`config.mk`:
```
export PLATFORM = sky130hd
export DESIGN_NAME = float_to_fixed_converter
export DESIGN_NICKNAME = d
export VERILOG_FILES = /design/src/rtl/poly_est_pkg.sv /design/src/rtl/float_unpack.sv /design/src/rtl/float_to_fixed_converter.sv
export SDC_FILE = /design/constraint.sdc
export NUM_CORES = 1
export LEC_CHECK = 0
export CORE_UTILIZATION = 35
export DETAILED_ROUTE_END_ITERATION = 16
export GPL_TIMING_DRIVEN = 0
export PLACE_DENSITY_LB_ADDON = 0.08
export SLEW_MARGIN = 0
export SYNTH_ARGS = -nofsm -noshare
export SYNTH_HDL_FRONTEND = slang
export SYNTH_SLANG_ARGS = --single-unit
export TNS_END_PERCENT = 30
```
`constraint.sdc`:
```
create_clock -name clk -period 7.5 [get_ports clk]
set_clock_uncertainty 0.2 [all_clocks]
set_input_delay 1.5 -clock clk [delete_from_list [all_inputs] [get_ports clk]]
set_output_delay 1.5 -clock clk [all_outputs]
set_load 0.005 [all_outputs]
```
`src/rtl/poly_est_pkg.sv`:
```
// Shared float-datapath types and constants: the IEEE-754 single word, its
// field limits, and the value classes every float consumer branches on.
package poly_est_pkg;

    typedef logic [31:0] float_t;

    localparam int FLOAT_EXP_BIAS  = 127;
    localparam int FLOAT_MANT_BITS = 23;
    localparam int FLOAT_EXP_MAX   = 255;

    typedef enum logic [1:0] {
        FC_ZERO,
        FC_NORM,
        FC_INF,
        FC_NAN
    } float_class_t;

    function automatic float_class_t float_classify(input logic [7:0] exp_f, input logic frac_nz);
        float_class_t c;
        c = FC_NORM;
        if (exp_f == 8'd0)
            c = FC_ZERO;
        else if (exp_f == 8'(FLOAT_EXP_MAX))
            c = frac_nz ? FC_NAN : FC_INF;
        return c;
    endfunction

endpackage

```
`src/rtl/float_unpack.sv`:
```
// Combinational float splitter: sign, biased exponent, 24-bit mantissa with
// the hidden bit restored, and value class. Denormals classify as zero.
module float_unpack
    import poly_est_pkg::*;
(
    input  float_t                   din,
    output logic                     sign,
    output logic [7:0]               exp_f,
    output logic [FLOAT_MANT_BITS:0] mant,
    output float_class_t             fclass
);

    always_comb begin
        sign   = din[31];
        exp_f  = din[30:23];
        mant   = {(din[30:23] != 8'd0), din[FLOAT_MANT_BITS-1:0]};
        fclass = float_classify(din[30:23], |din[FLOAT_MANT_BITS-1:0]);
    end

endmodule

```
`src/rtl/float_to_fixed_converter.sv`:
```
// Three-stage float -> signed fixed-point converter with valid/ready on both
// sides. Optional status outputs (dout_status, sat_count) under FLOAT_TO_FIXED_STATUS_EN.
module float_to_fixed_converter
    import poly_est_pkg::*;
#(
    parameter int G_DWIDTH    = 24,
    parameter int G_FRAC_BITS = 16
) (
    input  logic                clk,
    input  logic                reset,
    input  logic                enable,
    input  float_t              din,
    input  logic                din_valid,
    output logic                din_ready,
    output logic [G_DWIDTH-1:0] dout,
    output logic                dout_valid,
`ifdef FLOAT_TO_FIXED_STATUS_EN
    output logic [1:0]          dout_status,
    output logic [15:0]         sat_count,
`endif
    input  logic                dout_ready
);

    localparam int MW = G_DWIDTH + 25;
    localparam logic [9:0] SH_OFFSET = 10'(G_FRAC_BITS - 150);
    localparam logic [G_DWIDTH-1:0] MAX_POS = {1'b0, {(G_DWIDTH-1){1'b1}}};
    localparam logic [G_DWIDTH-1:0] MIN_NEG = {1'b1, {(G_DWIDTH-1){1'b0}}};

    logic                 active;
    logic                 advance;

    logic                 u_sign;
    logic [7:0]           u_exp;
    logic [23:0]          u_mant;
    float_class_t         u_class;

    logic                 s1_valid_q, s1_valid_d;
    logic                 s1_sign_q, s1_sign_d;
    float_class_t         s1_class_q, s1_class_d;
    logic [23:0]          s1_mant_q, s1_mant_d;
    logic signed [9:0]    s1_sh_q, s1_sh_d;

    logic                 s2_valid_q, s2_valid_d;
    logic                 s2_sign_q, s2_sign_d;
    float_class_t         s2_class_q, s2_class_d;
    logic [G_DWIDTH-1:0]  s2_mag_q, s2_mag_d;
    logic                 s2_ovf_q, s2_ovf_d;

    logic                 dout_valid_q, dout_valid_d;
    logic [G_DWIDTH-1:0]  dout_q, dout_d;

    logic [MW-1:0]        wide;
    logic [25:0]          rnd_sum;
    logic [9:0]           neg_sh;
    logic                 ovf_c;
    logic [G_DWIDTH-1:0]  res_c;
`ifdef FLOAT_TO_FIXED_STATUS_EN
    logic                 sat_c, nan_c;
    logic [1:0]           status_q, status_d;
    logic [15:0]          sat_count_q, sat_count_d;
`endif

    assign active     = enable && reset;
    assign advance    = !dout_valid_q || dout_ready;
    assign din_ready  = active && advance;
    assign dout       = dout_q;
    assign dout_valid = dout_valid_q;
`ifdef FLOAT_TO_FIXED_STATUS_EN
    assign dout_status = status_q;
    assign sat_count   = sat_count_q;
`endif

    float_unpack u_unpack (
        .din    (din),
        .sign   (u_sign),
        .exp_f  (u_exp),
        .mant   (u_mant),
        .fclass (u_class)
    );

    // Stage 2 alignment: left shifts that would place the hidden bit at or above
    // G_DWIDTH are overflow outright; right shifts round half away from zero.
    always_comb begin
        wide    = '0;
        rnd_sum = '0;
        neg_sh  = '0;
        ovf_c   = 1'b0;
        if (!s1_sh_q[9]) begin
            if (s1_sh_q >= 10'(G_DWIDTH))
                ovf_c = 1'b1;
            else
                wide = MW'(s1_mant_q) << s1_sh_q[5:0];
        end else begin
            neg_sh = 10'(-s1_sh_q);
            if (neg_sh <= 10'd25) begin
                rnd_sum = {2'b00, s1_mant_q} + (26'd1 << (neg_sh - 10'd1));
                wide    = MW'(rnd_sum >> neg_sh);
            end
        end
        ovf_c = ovf_c || (|wide[MW-1:G_DWIDTH]);
    end

    // Stage 3 sign application and saturation; exactly 2^(W-1) is representable
    // when negative and is not treated as saturation.
    always_comb begin
        res_c = '0;
`ifdef FLOAT_TO_FIXED_STATUS_EN
        sat_c = 1'b0;
        nan_c = (s2_class_q == FC_NAN);
`endif
        case (s2_class_q)
            FC_INF: begin
                res_c = s2_sign_q ? MIN_NEG : MAX_POS;
`ifdef FLOAT_TO_FIXED_STATUS_EN
                sat_c = 1'b1;
`endif
            end
            FC_NORM: begin
                if (!s2_sign_q) begin
                    if (s2_ovf_q || (s2_mag_q > MAX_POS)) begin
                        res_c = MAX_POS;
`ifdef FLOAT_TO_FIXED_STATUS_EN
                        sat_c = 1'b1;
`endif
                    end else begin
                        res_c = s2_mag_q;
                    end
                end else begin
                    if (s2_ovf_q || (s2_mag_q > MIN_NEG)) begin
                        res_c = MIN_NEG;
`ifdef FLOAT_TO_FIXED_STATUS_EN
                        sat_c = 1'b1;
`endif
                    end else begin
                        res_c = -s2_mag_q;
                    end
                end
            end
            default: res_c = '0;
        endcase
    end

    always_comb begin
        s1_valid_d   = s1_valid_q;
        s1_sign_d    = s1_sign_q;
        s1_class_d   = s1_class_q;
        s1_mant_d    = s1_mant_q;
        s1_sh_d      = s1_sh_q;
        s2_valid_d   = s2_valid_q;
        s2_sign_d    = s2_sign_q;
        s2_class_d   = s2_class_q;
        s2_mag_d     = s2_mag_q;
        s2_ovf_d     = s2_ovf_q;
        dout_valid_d = dout_valid_q;
        dout_d       = dout_q;
`ifdef FLOAT_TO_FIXED_STATUS_EN
        status_d     = status_q;
        sat_count_d  = sat_count_q;
`endif
        if (!active) begin
            s1_valid_d   = 1'b0;
            s1_sign_d    = 1'b0;
            s1_class_d   = FC_ZERO;
            s1_mant_d    = '0;
            s1_sh_d      = '0;
            s2_valid_d   = 1'b0;
            s2_sign_d    = 1'b0;
            s2_class_d   = FC_ZERO;
            s2_mag_d     = '0;
            s2_ovf_d     = 1'b0;
            dout_valid_d = 1'b0;
            dout_d       = '0;
`ifdef FLOAT_TO_FIXED_STATUS_EN
            status_d     = 2'b00;
            sat_count_d  = '0;
`endif
        end else if (advance) begin
            s1_valid_d   = din_valid;
            s1_sign_d    = u_sign;
            s1_class_d   = u_class;
            s1_mant_d    = u_mant;
            s1_sh_d      = $signed({2'b00, u_exp} + SH_OFFSET);
            s2_valid_d   = s1_valid_q;
            s2_sign_d    = s1_sign_q;
            s2_class_d   = s1_class_q;
            s2_mag_d     = wide[G_DWIDTH-1:0];
            s2_ovf_d     = ovf_c;
            dout_valid_d = s2_valid_q;
            dout_d       = res_c;
`ifdef FLOAT_TO_FIXED_STATUS_EN
            status_d     = {nan_c, sat_c};
            if (s2_valid_q && sat_c && (sat_count_q != 16'hFFFF))
                sat_count_d = sat_count_q + 16'd1;
`endif
        end
    end

    always_ff @(posedge clk) begin
        if (!reset) begin
            s1_valid_q   <= 1'b0;
            s1_sign_q    <= 1'b0;
            s1_class_q   <= FC_ZERO;
            s1_mant_q    <= '0;
            s1_sh_q      <= '0;
            s2_valid_q   <= 1'b0;
            s2_sign_q    <= 1'b0;
            s2_class_q   <= FC_ZERO;
            s2_mag_q     <= '0;
            s2_ovf_q     <= 1'b0;
            dout_valid_q <= 1'b0;
            dout_q       <= '0;
`ifdef FLOAT_TO_FIXED_STATUS_EN
            status_q     <= 2'b00;
            sat_count_q  <= '0;
`endif
        end else begin
            s1_valid_q   <= s1_valid_d;
            s1_sign_q    <= s1_sign_d;
            s1_class_q   <= s1_class_d;
            s1_mant_q    <= s1_mant_d;
            s1_sh_q      <= s1_sh_d;
            s2_valid_q   <= s2_valid_d;
            s2_sign_q    <= s2_sign_d;
            s2_class_q   <= s2_class_d;
            s2_mag_q     <= s2_mag_d;
            s2_ovf_q     <= s2_ovf_d;
            dout_valid_q <= dout_valid_d;
            dout_q       <= dout_d;
`ifdef FLOAT_TO_FIXED_STATUS_EN
            status_q     <= status_d;
            sat_count_q  <= sat_count_d;
`endif
        end
    end

endmodule

```
### After elaboration in Yosys (flattened, before gate mapping)

Cells that the tools add are included.

* logic and storage cells: 52
* register bits after elaboration: 92
* output and inout bits: 26

* reduce and logical (&&, ||, !) cells: 12
* multiplexer cells: 13
* eq/ne operators: 3
* magnitude comparators: 4
* add/sub/neg operators: 5
* shifts and indexed selects: 3

Operators with widths (count)
* two-way mux 49 bit: 3
* two-way mux 24 bit: 4
* << shifter 24 x 6 -> 49 bit: 1
* >> shifter 26 x 10 -> 49 bit: 1
* case mux 24 bit (2 select lines): 1
* adder 24 x 26 -> 26 bit: 1
* << shifter 1 x 10 -> 26 bit, first input constant: 1
* OR reduction 25 bit: 1
* greater-than comparator 24 x 23 -> 1 bit, second input constant: 1
* greater-than comparator 24 bit, second input constant: 1
* negation 24 bit: 1
* OR reduction 23 bit: 1
* adder 9 x 9 -> 10 bit, second input constant: 1
* >= comparator 10 x 6 -> 1 bit, second input constant: 1
* <= comparator 10 x 5 -> 1 bit, second input constant: 1
* negation 10 bit: 1
* subtractor 10 x 1 -> 10 bit, second input constant: 1
* == test 8 bit, second input constant: 1
* zero test 8 bit: 1
* nonzero test 8 bit: 1
* logical OR 1 bit: 4
* two-way mux 2 bit: 2
* two-way mux 1 bit: 3
* == test 2 x 1 -> 1 bit, second input constant: 1
* other kinds (4): 5

### Depth between registers and ports, before layout

* depth in word-level cells: 9
* gate-level depth with buffers: 30
* gate-level depth less buffers: 24

### Modules after synthesis

A second synthesis with hierarchy kept.

* cell total of the unflattened synthesis: 1336
* area, all modules: 9591.7 µm²

Modules (own cells, without submodules)
* float_to_fixed_converter: area an instance 9252.6 µm², cells an instance 1289, instances 1
* float_unpack: area an instance 339.1 µm², cells an instance 47, instances 1

### Worst setup path after synthesis

OpenSTA, ideal clock, no wires.

* path type: reg-to-reg
* from: register s1_sh_q[0]
* to: register s2_mag_q[17]
* setup time: 0.119 ns
* required time: 7.181 ns
* stages on the path, launching flop included: 28
* path buffers: 4
* slack: 0.604 ns
* arrival: 6.577 ns
* cell sequence: dfxtp_1 -> buf_2 -> inv_2 -> buf_1 -> clkbuf_1 -> clkbuf_1 -> ha_1 -> or3b_1 -> or3_1 -> and3b_1 -> o32a_1 -> nor2_1 -> nand2_1 -> inv_1 -> and3_1 -> ha_1 -> inv_1 -> fa_1 -> nor2b_1 -> o31ai_1 -> a2111o_1 -> a211oi_1 -> o21ai_0 -> and3_1 -> or2_1 -> a311oi_1 -> a211oi_1 -> o221a_2

* cells in the longest elaborated chain, start to end: 7
* elaborated cells between the ends (all ways): 11

Ends and longest elaborated chain
* start: declaration: line float_to_fixed_converter.sv:41 `logic signed [9:0] s1_sh_q, s1_sh_d;`
* start signal: assignment: line float_to_fixed_converter.sv:221 `s1_sh_q <= s1_sh_d;`
* negation 10 bit: line float_to_fixed_converter.sv:94 `neg_sh = 10'(-s1_sh_q);`
* subtractor 10 x 1 -> 10 bit: line float_to_fixed_converter.sv:96 `rnd_sum = {2'b00, s1_mant_q} + (26'd1 << (neg_sh - 10'd1));`
* << shifter 1 x 10 -> 26 bit: line float_to_fixed_converter.sv:96
* adder 24 x 26 -> 26 bit: line float_to_fixed_converter.sv:96
* >> shifter 26 x 10 -> 49 bit: line float_to_fixed_converter.sv:97 `wide = MW'(rnd_sum >> neg_sh);`
* two-way mux 49 bit: line float_to_fixed_converter.sv:95 `if (neg_sh <= 10'd25) begin`
* two-way mux 49 bit *: line float_to_fixed_converter.sv:88 `if (!s1_sh_q[9]) begin`
* end signal: assignment: line float_to_fixed_converter.sv:225 `s2_mag_q <= s2_mag_d;`
* end: declaration: line float_to_fixed_converter.sv:46 `logic [G_DWIDTH-1:0] s2_mag_q, s2_mag_d;`

Every way passes the cells marked *; elsewhere a longest branch is shown, timed or not.
A chain may end at the register's enable or synchronous reset.

### Final worst setup path

Ends and elaborated chain as after synthesis.

==> reports/results.tsv <==
stage	metric	value	unit
placement	GP Congestion	0.967	
timing	Slew Limit Fails	0	
finish	Final #Nets	1489	
critical_path	worst-path fanout max	10	
critical_path	Setup crit end	s2_mag_q[17]	
global_route	global-route wire length before repair	63800	um
finish	Register Area	1840	um2
detailed_routing	1st-pass router iterations	6	
pwr	Int Power	0.000895	W
critical_path	setup slack, reg-to-reg	0.32	ns
clocking	CTS root buffer	clkbuf_16	
finish	Synth-to-Final Area Change	15.6	%
critical_path	Worst EP arrival	7.23	ns
die	core area	26900	um2
placement	IO buf count	62	
pwr	logic gate share of total power	0.299	
detailed_routing	ANT nets after route	0	
yosys	Yosys top cell by area	dfxtp_1	
run_status	run status	finished clean	
pwr	part of the power in registers	0.370	
finish	multi-input logic area	7340	um2
critical_path	Worst Setup End Kind	flop	
pwr	clock share of power	0.332	
timing	Worst Tran Pin Value	1.26	ns
timing	minimum clock period after layout	7.18	ns
detailed_routing	routed vias/inst	6.21	
global_route	vias in the first global route	10300	
job	max-cap violations	0	
yosys	Synth top area share	0.193	
yosys	post-synthesis register bit count	92	
timing	Max Clock Freq	139	MHz
pwr	Leakage	4.03	nW
die	row count	60	
min_path	Min-Delay Path Class	reg -> reg	
die	Ports	63	
clocking	Max Root-Sink Buffers	2	
finish	post-route insts no fill	1767	
timing	Max transition margin	0.158	
yosys	number of synthesized flops with an enable pin	0	
die	Die Wd	167	um
placement	dpl hpwl	33200	um
critical_path	Crit path required time	7.55	ns
yosys	Mean Syn Cell Area	7.05	um2
yosys	synth unique cells	78	
detailed_routing	wire per inst	23.6	um
timing	fin crit share	0.958	
pwr	Power Total	0.00141	W
detailed_routing	DRC	0	
pwr	worst vdd ir	0.0000962	V
pwr	NetSw	0.000517	W
clocking	CTS tree	built	
placement	placed cell count	1757	
yosys	Seq/Total Area, Yosys	0.193	
global_route	Total Routing Usage GR	0.296	
yosys	FFs w/ async S/R, synth	0	
clocking	cts bufs inserted	9	
finish	ant diodes	0	
clocking	H-tree levels	3	
yosys	Net Count, Synth	1422	
die	initial core utilization	0.355	
yosys	dominant register cell in the synthesized netlist	dfxtp_1	
global_route	initial antenna violation count	0	
critical_path	r2r worst-path depth	27	
global_route	GR Overflow Total	0	
critical_path	startpoint types	flop	
min_path	min-delay src	dout[19]	
timing	Final Hold Viols	0	
clocking	clock tree sinks	92	
global_route	largest net degree at the start of global routing	20	
clocking	clk_lat worst skew	0.36	ns
critical_path	worst setup path start	s1_sh_q[0]	
critical_path	RR Startpoint	s1_sh_q[0]	
finish	Core Util, Final	0.410	
yosys	top-count cell post-synth	nand2_1	
critical_path	worst r2r dst	s2_mag_q[17]	
finish	share of cells above drive strength 1	0.0799	
clocking	Worst-path clk slew	0.07	ns
pwr	P per Cell Area	128	nW/um2
die	die footprint	27900	um2
yosys	synth top area cells	dfxtp_1 19%, nand2_1 8.9%, a21oi_1 6.0%	
detailed_routing	Initial DRC Count	1033	
yosys	Cells after Synth	1354	
pwr	Net Sw Frac	0.366	
yosys	area of the mapped netlist	9550	um2
critical_path	Worst Path Class, Setup	reg -> reg	
die	Die Ht	167	um
finish	Layout fillers	2926	
detailed_routing	final WL	41700	um
timing	Setup TNS	0	ns
timing	Final setup viols	0	
detailed_routing	Via Count	11000	
yosys	number of synthesis warnings	0	
yosys	Post-synth top cells	226 x nand2_1, 121 x nor2_1, 115 x a21oi_1	
[timing repair]
action / CTS / global route
setup endpoints to repair: 25 / 25
pin swaps: 0 / 4
gates resized for setup: 23 / 25
buffers inserted: 0 / 0
hold buffers: 0 / 0
[routing by layer]
metal  vias up  track usage  share of wire
met5         -            0              0
met4         0        0.107          0.035
met3        76       0.0359          0.058
met2       433        0.479           0.45
met1      5271        0.405           0.45
li1       5199            -              -
[cell type report]
class                   count  share of cell area
well taps                 341              0.0387
inverters                  29              0.0101
repair buffers             62              0.0563
clock inverters             5             0.00386
plain buffers              95              0.0357
clock buffers              11              0.0229
multi-input cells        1132               0.666
flip-flops and latches     92               0.167
[power groups by stage]
| stage | sequential, W | combinational (W) | clock, W |
|---|---|---|---|
| floorplan | 0.000521 | 0.000270 | 0 |
| global placement | 0.000533 | 0.000403 | 0 |
| detailed placement | 0.000533 | 0.000399 | 0 |
| CTS | 0.000522 | 0.000406 | 0.000478 |
| global route | 0.000523 | 0.000453 | 0.000495 |
| finish | 0.000522 | 0.000422 | 0.000468 |
[logic make-up after synthesis]
| kind of cell | Yosys count | share of synthesized area |
|---|---|---|
| flip-flops | 92 | 0.193 |
| adder cells (fa/ha/maj) | 31 | 0.0414 |
| AO/OA/AOI/OAI | 450 | 0.315 |
| multiplexers | 68 | 0.101 |
| XOR/XNOR | 38 | 0.0349 |
| buffers and inverters | 130 | 0.0528 |
| AND/OR/NAND/NOR | 545 | 0.262 |
[stage by stage]
stage / worst slack, ns / hold slack [ns] / instance area, um2
floorplan: 0.604 / 0.232 / 9550
global placement: -1.66 / 0.241 / 10600
detailed placement: -1.49 / 0.245 / 10600
CTS: 0.00365 / 0.256 / 11000
global route: -0.0155 / 0.269 / 11000
finish: 0.316 / 0.256 / 11000
[worst min path at each step]
stage / cells after the start / end
after floorplan: 2 / s1_sign_q
after global placement: 2 / s1_valid_q
after detailed placement: 2 / s2_valid_q
after CTS: 2 / s2_valid_q
after global routing: 2 / s1_class_q[0]
final: 2 / dout[19]
[state kept, by name (all words and copies together), names as in the netlist]
name and count:
dout 24, s1_mant_q 24, s2_mag_q 24, s1_sh_q 10, s1_class_q 2, s2_class_q 2
dout_valid 1, s1_sign_q 1, s1_valid_q 1, s2_ovf_q 1, s2_sign_q 1, s2_valid_q 1
[placed cells by master, fill, tap and decap left out, types with 12 or more instances in the layout]
| cell | n |
|---|---|
| clkbuf_1 | 67 |
| and3_1 | 16 |
| ha_1 | 27 |
| a31oi_1 | 38 |
| a211o_1 | 13 |
| mux4_2 | 21 |
| nor3_1 | 41 |
| dfxtp_1 | 92 |
| xor2_1 | 12 |
| or3_1 | 14 |
| o21ai_0 | 81 |
| a21o_1 | 18 |
| nor2_1 | 119 |
| a21oi_1 | 113 |
| mux2i_1 | 29 |
| nand4_1 | 17 |
| mux2_2 | 18 |
| xnor2_1 | 24 |
| nand3_1 | 36 |
| nand2_1 | 225 |
| a211oi_1 | 18 |
| inv_1 | 27 |
| o211ai_1 | 19 |
| buf_1 | 13 |
| clkdlybuf4s50_1 | 62 |
[worst max-delay path, cell delays in order, from the launching register on]
cell and delay, ns:
dfxtp_1 0.34, clkbuf_4 0.23, inv_4 0.16, buf_4 0.23, buf_4 0.23, clkbuf_4 0.24
ha_2 0.22, or3b_1 0.41, or3_1 0.34, and3b_1 0.19, o32a_1 0.35, nor2_4 0.20
nand2_4 0.13, inv_1 0.13, and3_1 0.16, ha_1 0.16, inv_1 0.06, fa_1 0.40
nor2b_1 0.19, o31ai_2 0.12, a2111o_1 0.55, a211oi_4 0.30, o21ai_1 0.17, and3_1 0.22
or2_1 0.30, a311oi_4 0.41, a211oi_1 0.13, o221a_2 0.28
Note: power is estimated with default switching activity, not from simulation.
